`config.mk`:
```
export PLATFORM = sky130hd
export DESIGN_NAME = uart_param
export DESIGN_NICKNAME = d
export VERILOG_FILES = /design/src/rtl/uart_param.sv
export SDC_FILE = /design/constraint.sdc
export NUM_CORES = 1
export LEC_CHECK = 0
export BUFFER_PORTS_ARGS = -buffer_cell sky130_fd_sc_hd__buf_2
export CELL_PAD_IN_SITES_DETAIL_PLACEMENT = 0
export CELL_PAD_IN_SITES_GLOBAL_PLACEMENT = 2
export CORE_MARGIN = 2
export CORE_UTILIZATION = 40
export CTS_CLUSTER_DIAMETER = 50
export CTS_CLUSTER_SIZE = 40
export DETAILED_ROUTE_END_ITERATION = 6
export PLACE_DENSITY = 0.79
export SLEW_MARGIN = 15
export SYNTH_ARGS = -nofsm -noshare
export SYNTH_HDL_FRONTEND = slang
export SYNTH_SLANG_ARGS = --single-unit
```
`constraint.sdc`:
```
create_clock -name clk -period 3.3 [get_ports clk]
set_input_delay 0.33 -clock clk [delete_from_list [all_inputs] [get_ports clk]]
set_output_delay 0.33 -clock clk [all_outputs]
set_load 0.01 [all_outputs]
```
`src/rtl/uart_param.sv`:
```
// uart_param: parametrised full-duplex UART core (one transmitter, one receiver).
//
// Parameters
//   DATA_WIDTH   data bits per frame (5..9)
//   CLKS_PER_BIT clk cycles per bit period (>=4, even)
//   PARITY_MODE  0 = none, 1 = even, 2 = odd
//   STOP_BITS    stop bits per frame (1 or 2)
//
// Ports
//   clk           system clock, rising edge
//   reset         asynchronous active-low reset
//   enable        TX request, accepted when high and o_busy low
//   i_data        TX payload, captured on the acceptance cycle
//   o_busy        TX frame in progress
//   serial_out    TX line, idle high
//   serial_in     RX line, asynchronous to clk
//   received_data last received payload (updated on good and bad frames)
//   data_is_valid one-cycle pulse, good frame received
//   rx_error      one-cycle pulse, bad frame received
//   parity_err    parity mismatch, meaningful only while rx_error is high
//   frame_err     a stop bit sampled low, meaningful only while rx_error is high
module uart_param #(
  parameter int unsigned DATA_WIDTH   = 8,
  parameter int unsigned CLKS_PER_BIT = 868,
  parameter int unsigned PARITY_MODE  = 1,
  parameter int unsigned STOP_BITS    = 1
) (
  input  logic                  clk,
  input  logic                  reset,
  input  logic                  enable,
  input  logic [DATA_WIDTH-1:0] i_data,
  output logic                  o_busy,
  output logic                  serial_out,
  input  logic                  serial_in,
  output logic [DATA_WIDTH-1:0] received_data,
  output logic                  data_is_valid,
  output logic                  rx_error,
  output logic                  parity_err,
  output logic                  frame_err
);

  localparam int unsigned CntW = (CLKS_PER_BIT > 1) ? $clog2(CLKS_PER_BIT) : 1;
  localparam logic [CntW-1:0] BaudLast = CntW'(CLKS_PER_BIT - 1);
  localparam logic [CntW-1:0] BaudHalf = CntW'(CLKS_PER_BIT / 2 - 1);
  localparam logic [3:0]      BitLast  = 4'(DATA_WIDTH - 1);
  localparam logic            StopLast = 1'(STOP_BITS - 1);
  localparam bit              HasParity = (PARITY_MODE != 0);
  localparam bit              OddParity = (PARITY_MODE == 2);

  typedef enum logic [2:0] {TxIdle, TxStart, TxData, TxParity, TxStop} tx_state_e;
  typedef enum logic [2:0] {RxIdle, RxStart, RxData, RxParity, RxStop, RxDone} rx_state_e;

  // ---------------------------------------------------------------------------
  // Transmitter
  // ---------------------------------------------------------------------------
  tx_state_e             tx_state_q;
  logic [CntW-1:0]       tx_baud_q;
  logic [3:0]            tx_bit_q;
  logic                  tx_stop_q;
  logic [DATA_WIDTH-1:0] tx_shift_q;
  logic                  tx_par_q;
  logic                  serial_out_q;
  logic                  busy_q;

  always_ff @(posedge clk or negedge reset) begin
    if (!reset) begin
      tx_state_q   <= TxIdle;
      tx_baud_q    <= '0;
      tx_bit_q     <= '0;
      tx_stop_q    <= 1'b0;
      tx_shift_q   <= '0;
      tx_par_q     <= 1'b0;
      serial_out_q <= 1'b1;
      busy_q       <= 1'b0;
    end else begin
      unique case (tx_state_q)
        TxIdle: begin
          if (enable) begin
            tx_shift_q   <= i_data;
            tx_par_q     <= (^i_data) ^ OddParity;
            tx_baud_q    <= '0;
            tx_bit_q     <= '0;
            tx_stop_q    <= 1'b0;
            serial_out_q <= 1'b0;
            busy_q       <= 1'b1;
            tx_state_q   <= TxStart;
          end
        end
        TxStart: begin
          if (tx_baud_q == BaudLast) begin
            tx_baud_q    <= '0;
            serial_out_q <= tx_shift_q[0];
            tx_shift_q   <= tx_shift_q >> 1;
            tx_state_q   <= TxData;
          end else begin
            tx_baud_q <= tx_baud_q + 1'b1;
          end
        end
        TxData: begin
          if (tx_baud_q == BaudLast) begin
            tx_baud_q <= '0;
            if (tx_bit_q == BitLast) begin
              if (HasParity) begin
                serial_out_q <= tx_par_q;
                tx_state_q   <= TxParity;
              end else begin
                serial_out_q <= 1'b1;
                tx_state_q   <= TxStop;
              end
            end else begin
              tx_bit_q     <= tx_bit_q + 4'd1;
              serial_out_q <= tx_shift_q[0];
              tx_shift_q   <= tx_shift_q >> 1;
            end
          end else begin
            tx_baud_q <= tx_baud_q + 1'b1;
          end
        end
        TxParity: begin
          if (tx_baud_q == BaudLast) begin
            tx_baud_q    <= '0;
            serial_out_q <= 1'b1;
            tx_state_q   <= TxStop;
          end else begin
            tx_baud_q <= tx_baud_q + 1'b1;
          end
        end
        TxStop: begin
          if (tx_baud_q == BaudLast) begin
            tx_baud_q <= '0;
            if (tx_stop_q == StopLast) begin
              busy_q     <= 1'b0;
              tx_state_q <= TxIdle;
            end else begin
              tx_stop_q <= tx_stop_q + 1'b1;
            end
          end else begin
            tx_baud_q <= tx_baud_q + 1'b1;
          end
        end
        default: tx_state_q <= TxIdle;
      endcase
    end
  end

  assign serial_out = serial_out_q;
  assign o_busy     = busy_q;

  // ---------------------------------------------------------------------------
  // Receiver
  // ---------------------------------------------------------------------------
  rx_state_e             rx_state_q;
  logic                  rx_sync1_q;
  logic                  rx_sync2_q;
  logic                  rx_prev_q;
  logic [CntW-1:0]       rx_baud_q;
  logic [3:0]            rx_bit_q;
  logic                  rx_stop_q;
  logic [DATA_WIDTH-1:0] rx_shift_q;
  logic                  rx_par_bad_q;
  logic                  rx_frame_bad_q;
  logic [DATA_WIDTH-1:0] rx_data_q;
  logic                  rx_valid_q;
  logic                  rx_err_q;
  logic                  rx_perr_q;
  logic                  rx_ferr_q;
  logic                  rx_stop_bad;

  // Sticky across both stop bits so any low stop sample is reported.
  assign rx_stop_bad = rx_frame_bad_q | ~rx_sync2_q;

  always_ff @(posedge clk or negedge reset) begin
    if (!reset) begin
      rx_state_q     <= RxIdle;
      rx_sync1_q     <= 1'b1;
      rx_sync2_q     <= 1'b1;
      rx_prev_q      <= 1'b1;
      rx_baud_q      <= '0;
      rx_bit_q       <= '0;
      rx_stop_q      <= 1'b0;
      rx_shift_q     <= '0;
      rx_par_bad_q   <= 1'b0;
      rx_frame_bad_q <= 1'b0;
      rx_data_q      <= '0;
      rx_valid_q     <= 1'b0;
      rx_err_q       <= 1'b0;
      rx_perr_q      <= 1'b0;
      rx_ferr_q      <= 1'b0;
    end else begin
      rx_sync1_q <= serial_in;
      rx_sync2_q <= rx_sync1_q;
      // prev tracks the line in every state, so a held-low line never looks
      // like a fresh falling edge once the receiver returns to idle.
      rx_prev_q  <= rx_sync2_q;
      rx_valid_q <= 1'b0;
      rx_err_q   <= 1'b0;
      rx_perr_q  <= 1'b0;
      rx_ferr_q  <= 1'b0;

      unique case (rx_state_q)
        RxIdle: begin
          if (rx_prev_q && !rx_sync2_q) begin
            rx_baud_q  <= '0;
            rx_state_q <= RxStart;
          end
        end
        RxStart: begin
          if (rx_baud_q == BaudHalf) begin
            rx_baud_q <= '0;
            if (rx_sync2_q) begin
              rx_state_q <= RxIdle;  // glitch: line back high at mid start bit
            end else begin
              rx_bit_q       <= '0;
              rx_par_bad_q   <= 1'b0;
              rx_frame_bad_q <= 1'b0;
              rx_state_q     <= RxData;
            end
          end else begin
            rx_baud_q <= rx_baud_q + 1'b1;
          end
        end
        RxData: begin
          if (rx_baud_q == BaudLast) begin
            rx_baud_q  <= '0;
            rx_shift_q <= {rx_sync2_q, rx_shift_q[DATA_WIDTH-1:1]};
            if (rx_bit_q == BitLast) begin
              rx_stop_q  <= 1'b0;
              rx_state_q <= HasParity ? RxParity : RxStop;
            end else begin
              rx_bit_q <= rx_bit_q + 4'd1;
            end
          end else begin
            rx_baud_q <= rx_baud_q + 1'b1;
          end
        end
        RxParity: begin
          if (rx_baud_q == BaudLast) begin
            rx_baud_q    <= '0;
            rx_par_bad_q <= rx_sync2_q ^ (^rx_shift_q) ^ OddParity;
            rx_state_q   <= RxStop;
          end else begin
            rx_baud_q <= rx_baud_q + 1'b1;
          end
        end
        RxStop: begin
          if (rx_baud_q == BaudLast) begin
            rx_baud_q <= '0;
            if (rx_stop_q == StopLast) begin
              // Result registers load here so the pulses coincide with Done.
              rx_data_q  <= rx_shift_q;
              rx_state_q <= RxDone;
              if (rx_par_bad_q || rx_stop_bad) begin
                rx_err_q  <= 1'b1;
                rx_perr_q <= rx_par_bad_q;
                rx_ferr_q <= rx_stop_bad;
              end else begin
                rx_valid_q <= 1'b1;
              end
            end else begin
              rx_stop_q      <= rx_stop_q + 1'b1;
              rx_frame_bad_q <= rx_stop_bad;
            end
          end else begin
            rx_baud_q <= rx_baud_q + 1'b1;
          end
        end
        RxDone:  rx_state_q <= RxIdle;
        default: rx_state_q <= RxIdle;
      endcase
    end
  end

  assign received_data = rx_data_q;
  assign data_is_valid = rx_valid_q;
  assign rx_error      = rx_err_q;
  assign parity_err    = rx_perr_q;
  assign frame_err     = rx_ferr_q;

endmodule
```
Word level (Yosys, flattened, before mapping)
Cells that the tools add are included.
- input bits: 12
- memories: 0
- register bits: 72
- output and inout bits: 14
- RAM bits: 0
- latch bits: 0
- ROM bits: 0
- order comparisons: 0
- shift operators: 0
- muxes and demuxes: 79
- eq/ne operators: 31
- reductions and logical operators: 35
- multiply operators: 0
- bitwise logic cells: 4
- $add $sub $neg: 6
- divide/modulo/power cells: 0
- operator list (cell ; count):
    2-to-1 mux 10 bit ; 5
    2-to-1 mux 3 bit ; 14
    inequality test 2 bit, second input constant ; 18
    2-to-1 mux 1 bit ; 35
    2-to-1 mux 8 bit ; 4
    case mux 10 bit (3 select lines) ; 1
    case mux 3 bit (5 select lines) ; 2
    2-to-1 mux 4 bit ; 7
    case mux 8 bit (3 select lines) ; 1
    adder 10 x 1 -> 10 bit, second input constant ; 2
    equality test 10 bit, second input constant ; 2
    case mux 10 bit (2 select lines) ; 1
    AND reduction 5 bit ; 4
    case mux 4 bit (2 select lines) ; 2
    AND reduction 4 bit ; 4
    parity 8 bit ; 2
    AND reduction 7 bit ; 2
    nonzero test 2 bit ; 7
    equality test 3 x 2 -> 1 bit, second input constant ; 4
    equality test 10 x 9 -> 1 bit, second input constant ; 1
    case mux 1 bit (2 select lines) ; 5
    adder 4 x 1 -> 4 bit, second input constant ; 2
    equality test 4 x 3 -> 1 bit, second input constant ; 2
    AND reduction 2 bit ; 4
    17 further kinds ; 24

Longest topological paths before layout
- depth in word-level cells: 7
- mapped depth: 7
- gate-level depth less buffers: 6

Worst setup path after synthesis
OpenSTA, ideal clock, no wires.
- path kind: flip-flop to flip-flop
- from: register tx_baud_q[0]
- to: register tx_shift_q[0]
- arrival: 2.496 ns
- path slack: 0.679 ns
- stages on the path, launching flop included: 7
- buffers on the path: 1
- data required time: 3.175 ns
- cells stage by stage: dfrtp_1 ha_1 or4b_1 or4_1 clkbuf_2 a2111oi_4 mux2_2
- longest elaborated chain between the ends: 3
- ends and longest elaborated chain (item ; RTL line ; RTL):
    start: declaration ; 57 ; logic [CntW-1:0] tx_baud_q;
    start signal: assignment ; 96 ; tx_baud_q <= tx_baud_q + 1'b1;
    start signal: assignment ; 116 ; tx_baud_q <= tx_baud_q + 1'b1;
    start signal: assignment ; 125 ; tx_baud_q <= tx_baud_q + 1'b1;
    equality test 10 bit (*) ; 90, 100 ;
    inequality test 2 bit (no source line) ; - ;
    AND reduction 5 bit (no source line) (*) ; - ;
    end signal: assignment ; 79 ; tx_shift_q <= i_data;
    end signal: assignment ; 93 ; tx_shift_q <= tx_shift_q >> 1;
    end signal: assignment ; 113 ; tx_shift_q <= tx_shift_q >> 1;
    end: declaration ; 60 ; logic [DATA_WIDTH-1:0] tx_shift_q;
Mark *: on every way between the ends. The rest lies on a longest branch, timed or not.
A chain may end at the register's enable or synchronous reset.

Worst setup path after layout
- from: register tx_baud_q[0]
- to: register tx_shift_q[7]
The elaborated chain is that of the path after synthesis.

==> metrics.md <==
| Metric | Value |
|---|---|
| Crit. End Element | `flop` |
| Arrival time of data at the critical path endpoint | `3.05 ns` |
| Sort of element at the start of the critical path | `flop` |
| Inserted Clock Buffers | `9` |
| Number of antenna violations at the first check in global routing | `0` |
| Initial cell density of the core | `41.72%` |
| Fraction of layout instances using a drive strength above 1 | `24.54%` |
| Reg2reg path depth | `5` |
| Critical Path Fanout Max | `8` |
| Final routed wirelength across all metal layers | `7537 µm` |
| Largest cells by area after synthesis | `dfrtp_1 45%, mux2_2 10%, xnor2_1 3.6%` |
| Boundary Pins | `26` |
| Routed wirelength normalized by instance count | `15.35 µm` |
| Worst setup slack for register-to-register paths | `0.48 ns` |
| GRT overflow | `0` |
| Flip-flop and latch count after synthesis | `70` |
| Data required time of the worst path | `3.53 ns` |
| Number of cells after detailed placement | `474` |
| DRC violations left | `0` |
| Dpl hpwl | `5184 µm` |
| Post-route setup TNS | `0 ns` |
| Top flip-flop cell by instance count after synthesis | `dfrtp_1` |
| Antenna diode count | `0` |
| Post-Syn Area | `3674 µm²` |
| Vias in the first global route | `2,673` |
| Number of placement rows | `34` |
| Worst setup slack before clock tree synthesis | `0.4853 ns` |
| Crit Reg-Reg Endpoint | `tx_shift_q[7]` |
| TritonCTS clock tree | `done` |
| Die width | `99.83 µm` |
| TritonCTS sink count | `70` |
| Worst min path class | `input port to flop` |
| Number of hold-slack violations in the final timing report | `0` |
| Total core area | `8806 µm²` |
| Result of the run | `complete, no violations` |
| Crit Reg-Reg Startpoint | `tx_baud_q[0]` |
| Layout-stage area growth over the synthesis result | `12.60%` |
| Max-slew violation count | `0` |
| Final worst-path cycle share | `85.45%` |
| Total global routing track utilization | `16.38%` |
| Max_cap viols | `0` |
| Routed via count | `2,731` |
| Layout Skew | `0.008932 ns` |
| Yosys cell types | `55` |
| First-iteration detailed-routing DRC count | `70` |
| Clock transition at the register clock pins on the worst setup and hold paths after CTS | `0.08 ns` |
| Non-Filler Instances | `491` |
| Maximum level of the CTS H-tree | `3` |
| Cells on Worst Hold Path | `1` |
| Final period demand of the worst path | `2.820 ns` |
| Least setup slack across all paths after layout | `0.4800 ns` |
| Share of the yosys chip area belonging to registers | `47.82%` |
| Worst-Margin Slew | `0.8442 ns` |
| Number of endpoints failing setup at the final stage | `0` |
| Ratio of total power to cell area | `578.0 nW/µm²` |
| CTS root buffer | `clkbuf_8` |
| Residual antenna-violating net count after detailed routing | `0` |
| Post CTS Setup Buffer Count | `0` |
| Max IR drop VDD | `0.0002808 V` |
| Die Outline Area | `9966 µm²` |
| WS Path Type | `flop to flop` |
| Cells resized by post-CTS repair | `0` |
| Lkg Pwr | `1.792 nW` |
| Maximum operating frequency | `0.3546 GHz` |
| First drt pass iteration count | `4` |
| Most area-hungry cell type in the Yosys netlist | `dfrtp_1` |
| Fill count | `844` |
| Yosys top cell area share | `44.96%` |
| Slew Limit Headroom | `43.61%` |
| Routability congestion estimate | `0.7691` |
| Endpoint, Worst Hold | `rx_sync1_q` |
| Synthesized instance count | `349` |
| Port Buffer Count | `25` |
| Setup repair after global routing missed its margin | `false` |
| Count of flip-flops with a built-in enable after synthesis | `0` |
| Total of warnings raised by yosys | `0` |
| Core Util, Final | `46.97%` |
| Height of the die | `99.83 µm` |
| Total nets after synthesis | `366` |
| Pin count of the biggest net entering global routing | `56` |
| First-pass GRT wire length | `12,990 µm` |
| Critical hold path startpoint | `serial_in` |
| Latest clock arrival within the worst-skew pair | `0.34 ns` |
| Via density per instance | `5.562` |
| Mean instance size in the synthesized netlist | `10.53 µm²` |
| Number of nets in the final layout | `395` |
| Maximum number of buffers from clock root to sink | `2` |
| Proportion of synthesized flip-flops having asynchronous set or reset | `100.0%` |
-- power breakdown --
group	internal (mW)	switching, mW	total [mW]	leakage (nW)
Combinational	0.262	0.279	0.541	0.781
Clock	0.360	0.354	0.713	0.0973
Sequential	0.994	0.142	1.14	0.914
Total	1.62	0.775	2.39	1.79
-- worst max path at each step --
stage	startpoint	end	slack, ns	depth (start not counted)
3_5_place_dp	tx_baud_q[0]	tx_shift_q[3]	0.49	5
2_1_floorplan	tx_baud_q[0]	tx_shift_q[0]	0.68	6
3_3_place_gp	tx_baud_q[0]	tx_shift_q[5]	0.55	5
5_1_grt	tx_baud_q[0]	tx_shift_q[7]	0.36	5
6_report	tx_baud_q[0]	tx_shift_q[7]	0.48	5
4_1_cts	tx_baud_q[0]	tx_shift_q[3]	0.46	5
-- critical path, cell delays in order, from the launching register on --
cell	delay, ns
dfrtp_1	0.40
ha_1	0.26
or4b_1	0.43
or4_1	0.57
a2111oi_4	0.64
mux2_2	0.41
-- cells in the final DEF (no fill, tap or decap), types with 2 or more instances in the layout --
master	synthesis	final
dfstp_2	4	4
and4b_1	2	2
nand2_1	26	26
o31ai_1	6	6
or2_2	5	5
a22o_1	3	3
nand2b_1	4	4
buf_2	0	25
o22ai_1	5	5
or3_1	7	7
inv_1	14	14
mux2i_1	6	6
nor3_1	5	5
or3b_2	3	3
and3_1	4	4
nor3b_1	3	3
nor4_1	5	5
nand4_1	5	5
and2_1	5	5
mux2_2	33	33
nor2_1	16	16
a21oi_1	7	7
or4_1	3	3
dfrtp_1	66	66
nand4b_1	2	2
clkinvlp_4	0	2
o21ai_0	22	22
nor2b_1	5	5
xnor2_1	15	15
buf_4	0	5
xor2_1	2	2
a31oi_1	6	6
clkbuf_8	0	9
a32o_1	2	2
o21a_1	2	2
inv_6	0	4
nand3_1	13	13
ha_1	5	5
o211ai_1	6	6
-- state kept, by name, summed over array words and instances, names as in the netlist --
signal and cells:
rx_prev_q 1, rx_sync1_q 1, received_data 8, rx_bit_q 4, rx_baud_q 10, rx_error 1, rx_frame_bad_q 1, rx_shift_q 8
rx_sync2_q 1, rx_par_bad_q 1, tx_bit_q 4, rx_state_q 3, serial_out 1, tx_shift_q 8, data_is_valid 1, parity_err 1
tx_baud_q 10, tx_par_q 1, tx_state_q 3, o_busy 1, frame_err 1
-- synthesized netlist by cell type (all sizes together), types with 3 or more instances --
| cell | n |
|---|---|
| a2111oi | 3 |
| a21oi | 7 |
| a22o | 3 |
| a31oi | 6 |
| and2 | 5 |
| and3 | 4 |
| clkbuf | 11 |
| dfrtp | 66 |
| dfstp | 4 |
| ha | 5 |
| inv | 14 |
| mux2 | 33 |
| mux2i | 6 |
| nand2 | 26 |
| nand2b | 4 |
| nand3 | 13 |
| nand4 | 5 |
| nor2 | 16 |
| nor2b | 5 |
| nor3 | 5 |
| nor3b | 3 |
| nor4 | 5 |
| o211ai | 6 |
| o21ai | 23 |
| o22ai | 5 |
| o31ai | 6 |
| or2 | 5 |
| or3 | 7 |
| or3b | 3 |
| or4 | 3 |
| xnor2 | 15 |
-- per-stage QoR --
stage | cell area [µm²] | total power [mW] | hold slack, ns
detailed placement | 3923 | 1.696 | 0.2668
CTS | 4136 | 2.426 | 0.05508
global placement | 3923 | 1.685 | 0.2676
finish | 4136 | 2.391 | 0.07646
global route | 4136 | 2.557 | 0.04677
floorplan | 3674 | 1.517 | 0.03441
-- routing by layer --
layer | vias up | track usage (%) | routed length [µm]
li1 | 1353 | - | -
met1 | 1349 | 22.46 | 3671
met2 | 25 | 25.68 | 3604
met3 | 4 | 4.387 | 190
met4 | 0 | 4.742 | 70
met5 | - | 0 | 0
-- timing repair --
| item | CTS | global route |
|---|---|---|
| hold buffers | 1 | 0 |
| setup endpoints to repair | 0 | 0 |
| hold endpoints to repair | 14 | 0 |
-- area by class of cell --
type / count / area [µm²] / share of cell area, %
tap: 108 / 135.1 / 3.267
clock buffer: 9 / 123.9 / 2.995
clock inverter: 7 / 80.08 / 1.936
timing repair buffer: 31 / 172.7 / 4.174
inverter: 14 / 52.55 / 1.270
multi-input combinational: 252 / 1815 / 43.89
sequential: 70 / 1757 / 42.47
-- kinds of logic after synthesis --
group                      count (synthesis)  share of synthesized area (%)
AOI/OAI and AO/OA                         72                          13.49
and+or+nand+nor                          118                          17.78
xor gates and xnor gates                  18                          4.666
adders and majority gates                  5                          1.703
DFF                                       70                          47.82
muxes                                     39                          11.75
buffers and inverters                     27                          2.793
Note: power is estimated with default switching activity, not from simulation.
